## src/rtl/bram_fifo_ctrl.sv

```systemverilog
// -----------------------------------------------------------------------------
// bram_fifo_ctrl
//
// Purpose:
//    FIFO controller for an external simple-dual-port block RAM with a
//    one-cycle read latency. Writes go straight to the BRAM. Reads are
//    prefetched into a two-entry output buffer so the read side can stream one
//    word per cycle with no bubbles. If the output buffer is empty, returning
//    read data is bypassed to out_data_o in the same cycle. The first word
//    appears two cycles after it is pushed.
//
// Optional feature:
//    Define BRAM_FIFO_CTRL_ALMOST_FULL_EN to add parameter AF_THR (default
//    DEPTH-4) and output almost_full_o = (bram_occ >= AF_THR). With the macro
//    undefined, neither the parameter nor the port exists.
//
// Parameters:
//    DATA_WIDTH     word width (matches the BRAM data width)
//    DEPTH          number of BRAM entries, a power of two and >= 4
//
// Ports:
//    clk_i, rst_ni                      clock, async active-low reset
//    in_valid_i / in_ready_o            write-side handshake
//    in_data_i                          write-side data
//    out_valid_o / out_ready_i          read-side handshake
//    out_data_o                         read-side data (oldest word)
//    bram_we_o, bram_wr_addr_o          BRAM write strobe and address
//    bram_data_o                        BRAM write data
//    bram_en_o, bram_rd_addr_o          BRAM read enable and address
//    bram_data_i                        BRAM read data, valid 1 cycle after en
//    count_o                            total words held (BRAM + flight + buf)
//    empty_o, full_o                    status flags
//    almost_full_o                      (optional) BRAM occupancy >= AF_THR
// -----------------------------------------------------------------------------
module bram_fifo_ctrl #(
   parameter int  DATA_WIDTH = 64,
   parameter int  DEPTH      = 1024,
`ifdef BRAM_FIFO_CTRL_ALMOST_FULL_EN
   parameter int  AF_THR     = DEPTH - 4,
`endif
   localparam int AW         = $clog2(DEPTH),
   localparam int CW         = $clog2(DEPTH + 3)
) (
   input  logic                  clk_i,
   input  logic                  rst_ni,

   // write side
   input  logic                  in_valid_i,
   output logic                  in_ready_o,
   input  logic [DATA_WIDTH-1:0] in_data_i,

   // read side
   output logic                  out_valid_o,
   input  logic                  out_ready_i,
   output logic [DATA_WIDTH-1:0] out_data_o,

   // BRAM interface
   output logic [AW-1:0]         bram_wr_addr_o,
   output logic [AW-1:0]         bram_rd_addr_o,
   output logic [DATA_WIDTH-1:0] bram_data_o,
   output logic                  bram_we_o,
   output logic                  bram_en_o,
   input  logic [DATA_WIDTH-1:0] bram_data_i,

   // status
   output logic [CW-1:0]         count_o,
   output logic                  empty_o,
`ifdef BRAM_FIFO_CTRL_ALMOST_FULL_EN
   output logic                  almost_full_o,
`endif
   output logic                  full_o
);

   localparam logic [AW:0] OCC_MAX = (AW + 1)'(DEPTH);

   // ---------------------------------------------------------------------------
   // State
   // ---------------------------------------------------------------------------
   logic [AW-1:0]         r_wr_ptr;
   logic [AW-1:0]         r_rd_ptr;
   logic [AW:0]           r_bram_occ;    // written, not yet read from BRAM
   logic                  r_inflight;    // read issued last cycle
   logic [1:0]            r_buf_cnt;     // output buffer occupancy, 0..2
   logic [DATA_WIDTH-1:0] r_buf0;        // oldest buffered word
   logic [DATA_WIDTH-1:0] r_buf1;

   logic                  w_push;
   logic                  w_pop;
   logic                  w_rd_issue;
   logic [2:0]            w_held_after_pop;
   logic [1:0]            w_buf_cnt_nxt;
   logic [DATA_WIDTH-1:0] w_buf0_nxt;
   logic [DATA_WIDTH-1:0] w_buf1_nxt;

   // ---------------------------------------------------------------------------
   // Handshakes
   // ---------------------------------------------------------------------------
   assign in_ready_o  = (r_bram_occ < OCC_MAX);
   assign full_o      = ~in_ready_o;

   // The write strobe is combinational from in_valid_i, so it is gated with
   // rst_ni to keep the BRAM quiet while reset is held even though in_ready_o
   // already reads 1 at that point.
   assign w_push      = in_valid_i & in_ready_o & rst_ni;

   assign out_valid_o = (r_buf_cnt != 2'd0) | r_inflight;
   assign w_pop       = out_valid_o & out_ready_i;

   // Words that will still sit in the buffer / flight after this cycle's pop.
   // A pop implies at least one such word exists, so this cannot underflow.
   assign w_held_after_pop = {1'b0, r_buf_cnt} + {2'b00, r_inflight}
                           - {2'b00, w_pop};

   // Only prefetch when the buffer has room for the returning word; the read
   // pointer only ever trails entries already counted in r_bram_occ, so a read
   // never targets the address being written in the same cycle.
   assign w_rd_issue = (r_bram_occ != '0) && (w_held_after_pop < 3'd2);

   // ---------------------------------------------------------------------------
   // BRAM ports
   // ---------------------------------------------------------------------------
   assign bram_we_o      = w_push;
   assign bram_data_o    = in_data_i;
   assign bram_wr_addr_o = r_wr_ptr;
   assign bram_en_o      = w_rd_issue;
   assign bram_rd_addr_o = r_rd_ptr;

   // ---------------------------------------------------------------------------
   // Output buffer next-state
   // ---------------------------------------------------------------------------
   // NOTE: every signal driven here gets a default first so no path leaves it
   // unassigned; otherwise synthesis would infer a latch.
   always_comb begin
      w_buf_cnt_nxt = r_buf_cnt;
      w_buf0_nxt    = r_buf0;
      w_buf1_nxt    = r_buf1;
      case (r_buf_cnt)
         2'd0: begin
            // Returning word was bypassed; keep it only if it was not popped.
            if (r_inflight && !w_pop) begin
               w_buf0_nxt    = bram_data_i;
               w_buf_cnt_nxt = 2'd1;
            end
         end
         2'd1: begin
            if (w_pop) begin
               if (r_inflight) begin
                  w_buf0_nxt = bram_data_i;
               end else begin
                  w_buf_cnt_nxt = 2'd0;
               end
            end else if (r_inflight) begin
               w_buf1_nxt    = bram_data_i;
               w_buf_cnt_nxt = 2'd2;
            end
         end
         default: begin
            // Buffer full means no read was issued last cycle.
            if (w_pop) begin
               w_buf0_nxt    = r_buf1;
               w_buf_cnt_nxt = 2'd1;
            end
         end
      endcase
   end

   // ---------------------------------------------------------------------------
   // Control registers
   // ---------------------------------------------------------------------------
   // NOTE: state registers use non-blocking assignments so every flop samples
   // the pre-edge values regardless of statement order.
   always_ff @(posedge clk_i or negedge rst_ni) begin
      if (!rst_ni) begin
         r_wr_ptr   <= '0;
         r_rd_ptr   <= '0;
         r_bram_occ <= '0;
         r_inflight <= 1'b0;
         r_buf_cnt  <= 2'd0;
      end else begin
         // Pointers wrap from DEPTH-1 to 0 by natural overflow of AW bits.
         if (w_push) begin
            r_wr_ptr <= r_wr_ptr + 1'b1;
         end
         if (w_rd_issue) begin
            r_rd_ptr <= r_rd_ptr + 1'b1;
         end
         r_bram_occ <= r_bram_occ + (AW + 1)'(w_push) - (AW + 1)'(w_rd_issue);
         r_inflight <= w_rd_issue;
         r_buf_cnt  <= w_buf_cnt_nxt;
      end
   end

   // NOTE: buffer data words carry no reset; r_buf_cnt alone says which are
   // meaningful, so clearing the data would only add reset fan-out.
   always_ff @(posedge clk_i) begin
      r_buf0 <= w_buf0_nxt;
      r_buf1 <= w_buf1_nxt;
   end

   // ---------------------------------------------------------------------------
   // Read data and status
   // ---------------------------------------------------------------------------
   assign out_data_o = (r_buf_cnt != 2'd0) ? r_buf0 : bram_data_i;

   assign count_o = CW'(r_bram_occ) + CW'(r_inflight) + CW'(r_buf_cnt);
   assign empty_o = (count_o == '0);

`ifdef BRAM_FIFO_CTRL_ALMOST_FULL_EN
   // Same timing as full_o: a compare on the registered occupancy.
   assign almost_full_o = (int'(r_bram_occ) >= AF_THR);
`endif

endmodule
```

## config.mk

```make
export PLATFORM = sky130hd
export DESIGN_NAME = bram_fifo_ctrl
export DESIGN_NICKNAME = d
export VERILOG_FILES = /design/src/rtl/bram_fifo_ctrl.sv
export SDC_FILE = /design/constraint.sdc
export NUM_CORES = 1
export LEC_CHECK = 0
export CAP_MARGIN = 20
export CORE_UTILIZATION = 49
export DETAILED_ROUTE_END_ITERATION = 8
export PLACE_DENSITY = 0.87
export SYNTH_ARGS = -nofsm -noshare
export SYNTH_HDL_FRONTEND = slang
export SYNTH_SLANG_ARGS = --single-unit
```

## constraint.sdc

```tcl
create_clock -name clk_i -period 10.4 [get_ports clk_i]
set_clock_uncertainty 0.15 [all_clocks]
set_input_delay 1.56 -clock clk_i [delete_from_list [all_inputs] [get_ports clk_i]]
set_output_delay 1.56 -clock clk_i [all_outputs]
set_load 0.01 [all_outputs]
```

-- Yosys cells after proc, flatten, opt, wreduce, memory -nomap -nowiden
Index checks and enable logic that the tools add are counted.
- add/subtract/negate cells: 8
- bitwise logic cells: 6
- magnitude comparators: 2
- multiplexer cells: 12
- eq/ne operators: 6
- reductions and logical operators: 12
- operators by type and width (cell ; count):
    2-to-1 mux 64 bit ; 5
    one-hot mux 64 bit (2 select lines) ; 1
    adder 11 x 1 -> 11 bit ; 2
    adder 10 x 1 -> 10 bit (second input constant) ; 2
    adder 11 x 2 -> 11 bit ; 1
    logical NOT 11 bit ; 1
    less-than comparator 11 bit (second input constant) ; 1
    nonzero test 11 bit ; 1
    subtractor 11 x 1 -> 11 bit ; 1
    2-to-1 mux 2 bit ; 5
    AND reduction 4 bit ; 2
    inequality test 2 bit (second input constant) ; 3
    inequality test 3 bit (second input constant) ; 2
    one-hot mux 2 bit (2 select lines) ; 1
    nonzero test 2 bit ; 2
    adder 2 x 1 -> 3 bit ; 1
    AND 1 bit ; 3
    less-than comparator 3 x 2 -> 1 bit (second input constant) ; 1
    AND reduction 3 bit ; 1
    nonzero test 3 bit ; 1
    subtractor 3 x 1 -> 3 bit ; 1
    equality test 2 x 1 -> 1 bit (second input constant) ; 1
    logical AND 1 bit ; 2
    logical NOT 2 bit ; 1
    3 further kinds ; 4
- logic and storage cells: 53
- flip-flop bits (word level): 162

-- Longest topological paths before layout
- depth after elaboration: 7
- mapped depth: 18
- mapped depth without buffers: 16

-- Worst setup path after synthesis
Ideal clock, no wire load.
- path type: input port to flip-flop
- start point: input port out_ready_i
- end point: register r_buf1[0] (enable)
- slack: 3.527 ns
- arrival: 6.159 ns
- required time: 9.685 ns
- path buffers: 1
- stages: 2
- path through: clkbuf_1 -> nor3_1
- word-level cells in the longest chain between the ends: 3
- ends and longest elaborated chain (element ; line ; text):
    start: declaration ; 54 ; input logic out_ready_i,
    AND 1 bit ; 107 ; assign w_pop = out_valid_o & out_ready_i;
    inverter 1 bit (no source line) ; -- ;
    AND reduction 3 bit (no source line) ; -- ;
    end signal: assignment ; 197 ; r_buf1 <= w_buf1_nxt;
    end: declaration ; 85 ; logic [DATA_WIDTH-1:0] r_buf1;
Every way passes these cells.
A chain may end at the register's enable or synchronous reset.

-- Worst setup path in the final report
- start point: input port out_ready_i
- end point: output port bram_en_o
- word-level cells in the longest chain between the ends: 4
- ends and longest elaborated chain (element ; line ; text):
    AND 1 bit ; 107 ;
    subtractor 3 x 1 -> 3 bit ; 112 ; - {2'b00, w_pop};
    less-than comparator 3 x 2 -> 1 bit ; 117 ; assign w_rd_issue = (r_bram_occ != '0) && (w_held_after_pop < 3'd2);
    logical AND 1 bit ; 117 ;
    end: declaration ; 62 ; output logic bram_en_o,
Every way passes these cells.

==> metrics <==
final setup fails=0; WP data arrival=4130 ps; Routed WL per cell=18.8 um; R2R Path Start=r_buf_cnt[1]; Hold Path End=bram_rd_addr_o[9]; vias in the first global route=5032; initial cell density of the core=50.4%; fmax=171 MHz; synthesized area=0.00807 sq mm; hold wc startpoint=bram_rd_addr_o[9]; hpwl dp=11.0 mm; IO Port Bufs=168; Yosys reg bits=162; H-Tree Depth=4; FILL cells=1202; multi-input logic area=0.00275 sq mm; Async S/R FF share, synth=21.0%; Tot Pwr=3.01 mW; Hold WC Path Type=reg2reg; largest net degree at the start of global routing=76; Max clock buf depth=2; clk slew on worst S/H paths=60 ps; final slew viol count=0; I/O Pins=297; pwr dens=300 mW/mm^2; FF-to-FF path depth=17; Tot GR Track Use=20.2%; DR DRC count=0; worst-margin pin slew=1070 ps; layout cells sized above 1=15.0%; TritonRoute pass-1 iters=4; Rel. slew slack=29.0%; flop2flop setup slack=5830 ps; Site Rows=46; crit path launch type=input port; clock sinks=162; CP required=8690 ps; Synth top area share=47.6%; CTS Hold Bufs=0; Root Driver=clkbuf_16; Mapped Cells=557; hold depth=1; EDFF count, synth=128; routability congestion estimate=0.829; cts bufs inserted=17; Total Wirelength=16.9 mm; Die ar.=0.0170 sq mm; synth warn=0; initial antenna violation count=0; Finished Core Util=62.9%; Net Sw Frac=35.1%; via count=4760; syn nets=718; number of diodes=0; Critical R2R Capture=r_bram_occ[10]; area delta synth->final=24.6%; Max Cap Viol=0; DR vias/cell=5.31; slowest CP cell=clkdlybuf4s50_1; crit path kind=in2out; sequential share of the synthesized area=58.2%; Critical Path Sink Type=primary output; Leak=3.72 nW; register area=0.00470 sq mm; core area=0.0160 sq mm; Sequential Power Share=34.3%; Syn Area/Cell=14.5 sq um; Clk pwr share=18.9%; delay-heaviest family, CP=buffers and inverters; DIE WIDTH=130 um; power share of the combinational group=46.8%; final hold viol count=0; status=finished clean; Synth area leaders=edfxtp_1 (48%), dfrtp_1 (11%), mux2_1 (10%); RSZ-0062 raised after global routing=no; setup bufs post-CTS=0; CTS tree=built; Most used DFF post-synth=edfxtp_1; maximum fanout along the worst path=8; initial drt markers=246; fin crit share=56.1%; Synth top cells by count=edfxtp_1 (128), mux2_1 (72), buf_4 (64), mux2_2 (57), dfrtp_1 (34); Final nets=829; Synth cell types=44; final setup TNS=0 ps; crit-path cells=clkdlybuf4s50_1 -> xor2_1 -> nand2_1 -> fa_1 -> xor2_1 -> a311o_1 -> inv_2 -> clkdlybuf4s50_1; post_cts resized=0; post-route ant nets=0; crit path time final=5840 ps; clock latency on the worst-skew pair=420 ps; Die Y=130 um; Psw=1.06 mW; pre-CTS setup slack=4580 ps; Yosys top cell by area=edfxtp_1; Final Worst Setup Slack=4560 ps; worst vdd ir=291 uV; Internal=1.96 mW; most frequent cell after synthesis=edfxtp_1; Buf/Inv on CP=3; first-pass GRT wire length=25.7 mm; Overflow after GRT=0; CP max stage delay=640 ps
## cells in the final DEF, fill, tap and decap left out, types with 4 or more instances in the layout
| master | synthesis | layout |
|---|---|---|
| clkdlybuf4s50_1 | 0 | 168 |
| xor2_1 | 9 | 9 |
| mux2_2 | 57 | 57 |
| mux2_1 | 72 | 72 |
| xnor2_1 | 29 | 29 |
| dfrtp_1 | 34 | 33 |
| nand3_1 | 8 | 8 |
| ha_1 | 25 | 25 |
| clkbuf_16 | 0 | 17 |
| nor3_1 | 6 | 5 |
| edfxtp_1 | 128 | 128 |
| buf_4 | 64 | 5 |
| and3_1 | 5 | 5 |
| inv_1 | 21 | 21 |
| nand4_1 | 5 | 5 |
| nand2_1 | 19 | 19 |
| fa_1 | 4 | 4 |
| nor2_1 | 15 | 14 |
| a21oi_1 | 6 | 6 |
| a21o_1 | 4 | 4 |
## registers in the layout, indices dropped and copies added (netlist names)
| signal | count |
|---|---|
| r_inflight | 1 |
| bram_rd_addr_o | 10 |
| r_buf_cnt | 2 |
| r_bram_occ | 11 |
| r_buf1 | 64 |
| r_buf0 | 64 |
| bram_wr_addr_o | 10 |
## final cells by class
type | instances | share of cell area, %
inverter | 22 | 0.821
clock buffer | 18 | 4.27
sequential | 162 | 46.7
clock inverter | 14 | 1.05
tap | 216 | 2.69
timing repair buffer | 173 | 17.1
multi-input combinational | 292 | 27.4
## worst register-to-register path, stage by stage (launching register included)
cell      delay [ps]
dfrtp_4          430
buf_4            770
nor2_1           100
nor3b_1          320
fa_1             470
inv_1             70
a311o_1          240
inv_2            100
ha_1             310
inv_1             60
ha_1             160
inv_1             60
fa_1             400
nor2b_1          180
o21ai_1           90
o21a_1           140
a221oi_1         300
xnor2_1          120
## stage by stage
step | instance area (sq um) | std cells | hold WS (ps)
after floorplan | 8070 | 557 | 357
after global placement | 9520 | 865 | 316
after detailed placement | 9520 | 865 | 326
after CTS | 10100 | 897 | 334
after global routing | 10100 | 897 | 342
final | 10100 | 897 | 323
## power groups by stage
stage,Combinational (mW),Sequential (mW),Clock [mW]
detailed placement,1.41,1.04,0
CTS,1.42,1.03,0.584
global placement,1.36,1.03,0
finish,1.41,1.03,0.570
global route,1.53,1.05,0.611
floorplan,0.849,1.03,0
## cell families (layout without fill, tap and decap cells)
group                      Yosys count  after routing  share of synthesized area [%]
AOI/OAI and AO/OA                   20             20                           1.67
xor gates and xnor gates            40             40                           4.53
buffers and inverters              103            227                           7.88
adders and majority gates           29             29                           4.87
and+or+nand+nor                     74             74                           4.87
DFF                                162            162                           58.2
muxes                              129            129                           18.0
## metal layers
| layer | global-route usage, % | part of all wire (%) | vias to the layer above |
|---|---|---|---|
| met5 | 0 | 0 | - |
| met4 | 8.28 | 1.8 | 0 |
| met3 | 7.50 | 8.2 | 43 |
| met2 | 34.5 | 49 | 206 |
| met1 | 22.9 | 41 | 2341 |
| li1 | - | - | 2170 |
## how the worst max path moves through the flow
stage	startpoint	to	slack (ps)	cells after the start
after floorplan	out_ready_i	r_buf1[0]	3530	2
after global placement	out_ready_i	bram_en_o	4610	8
after detailed placement	out_ready_i	bram_en_o	4580	8
after CTS	out_ready_i	bram_en_o	4570	8
after global routing	out_ready_i	bram_en_o	4400	8
final	out_ready_i	bram_en_o	4560	8
Power figures use the tool's default switching activity.
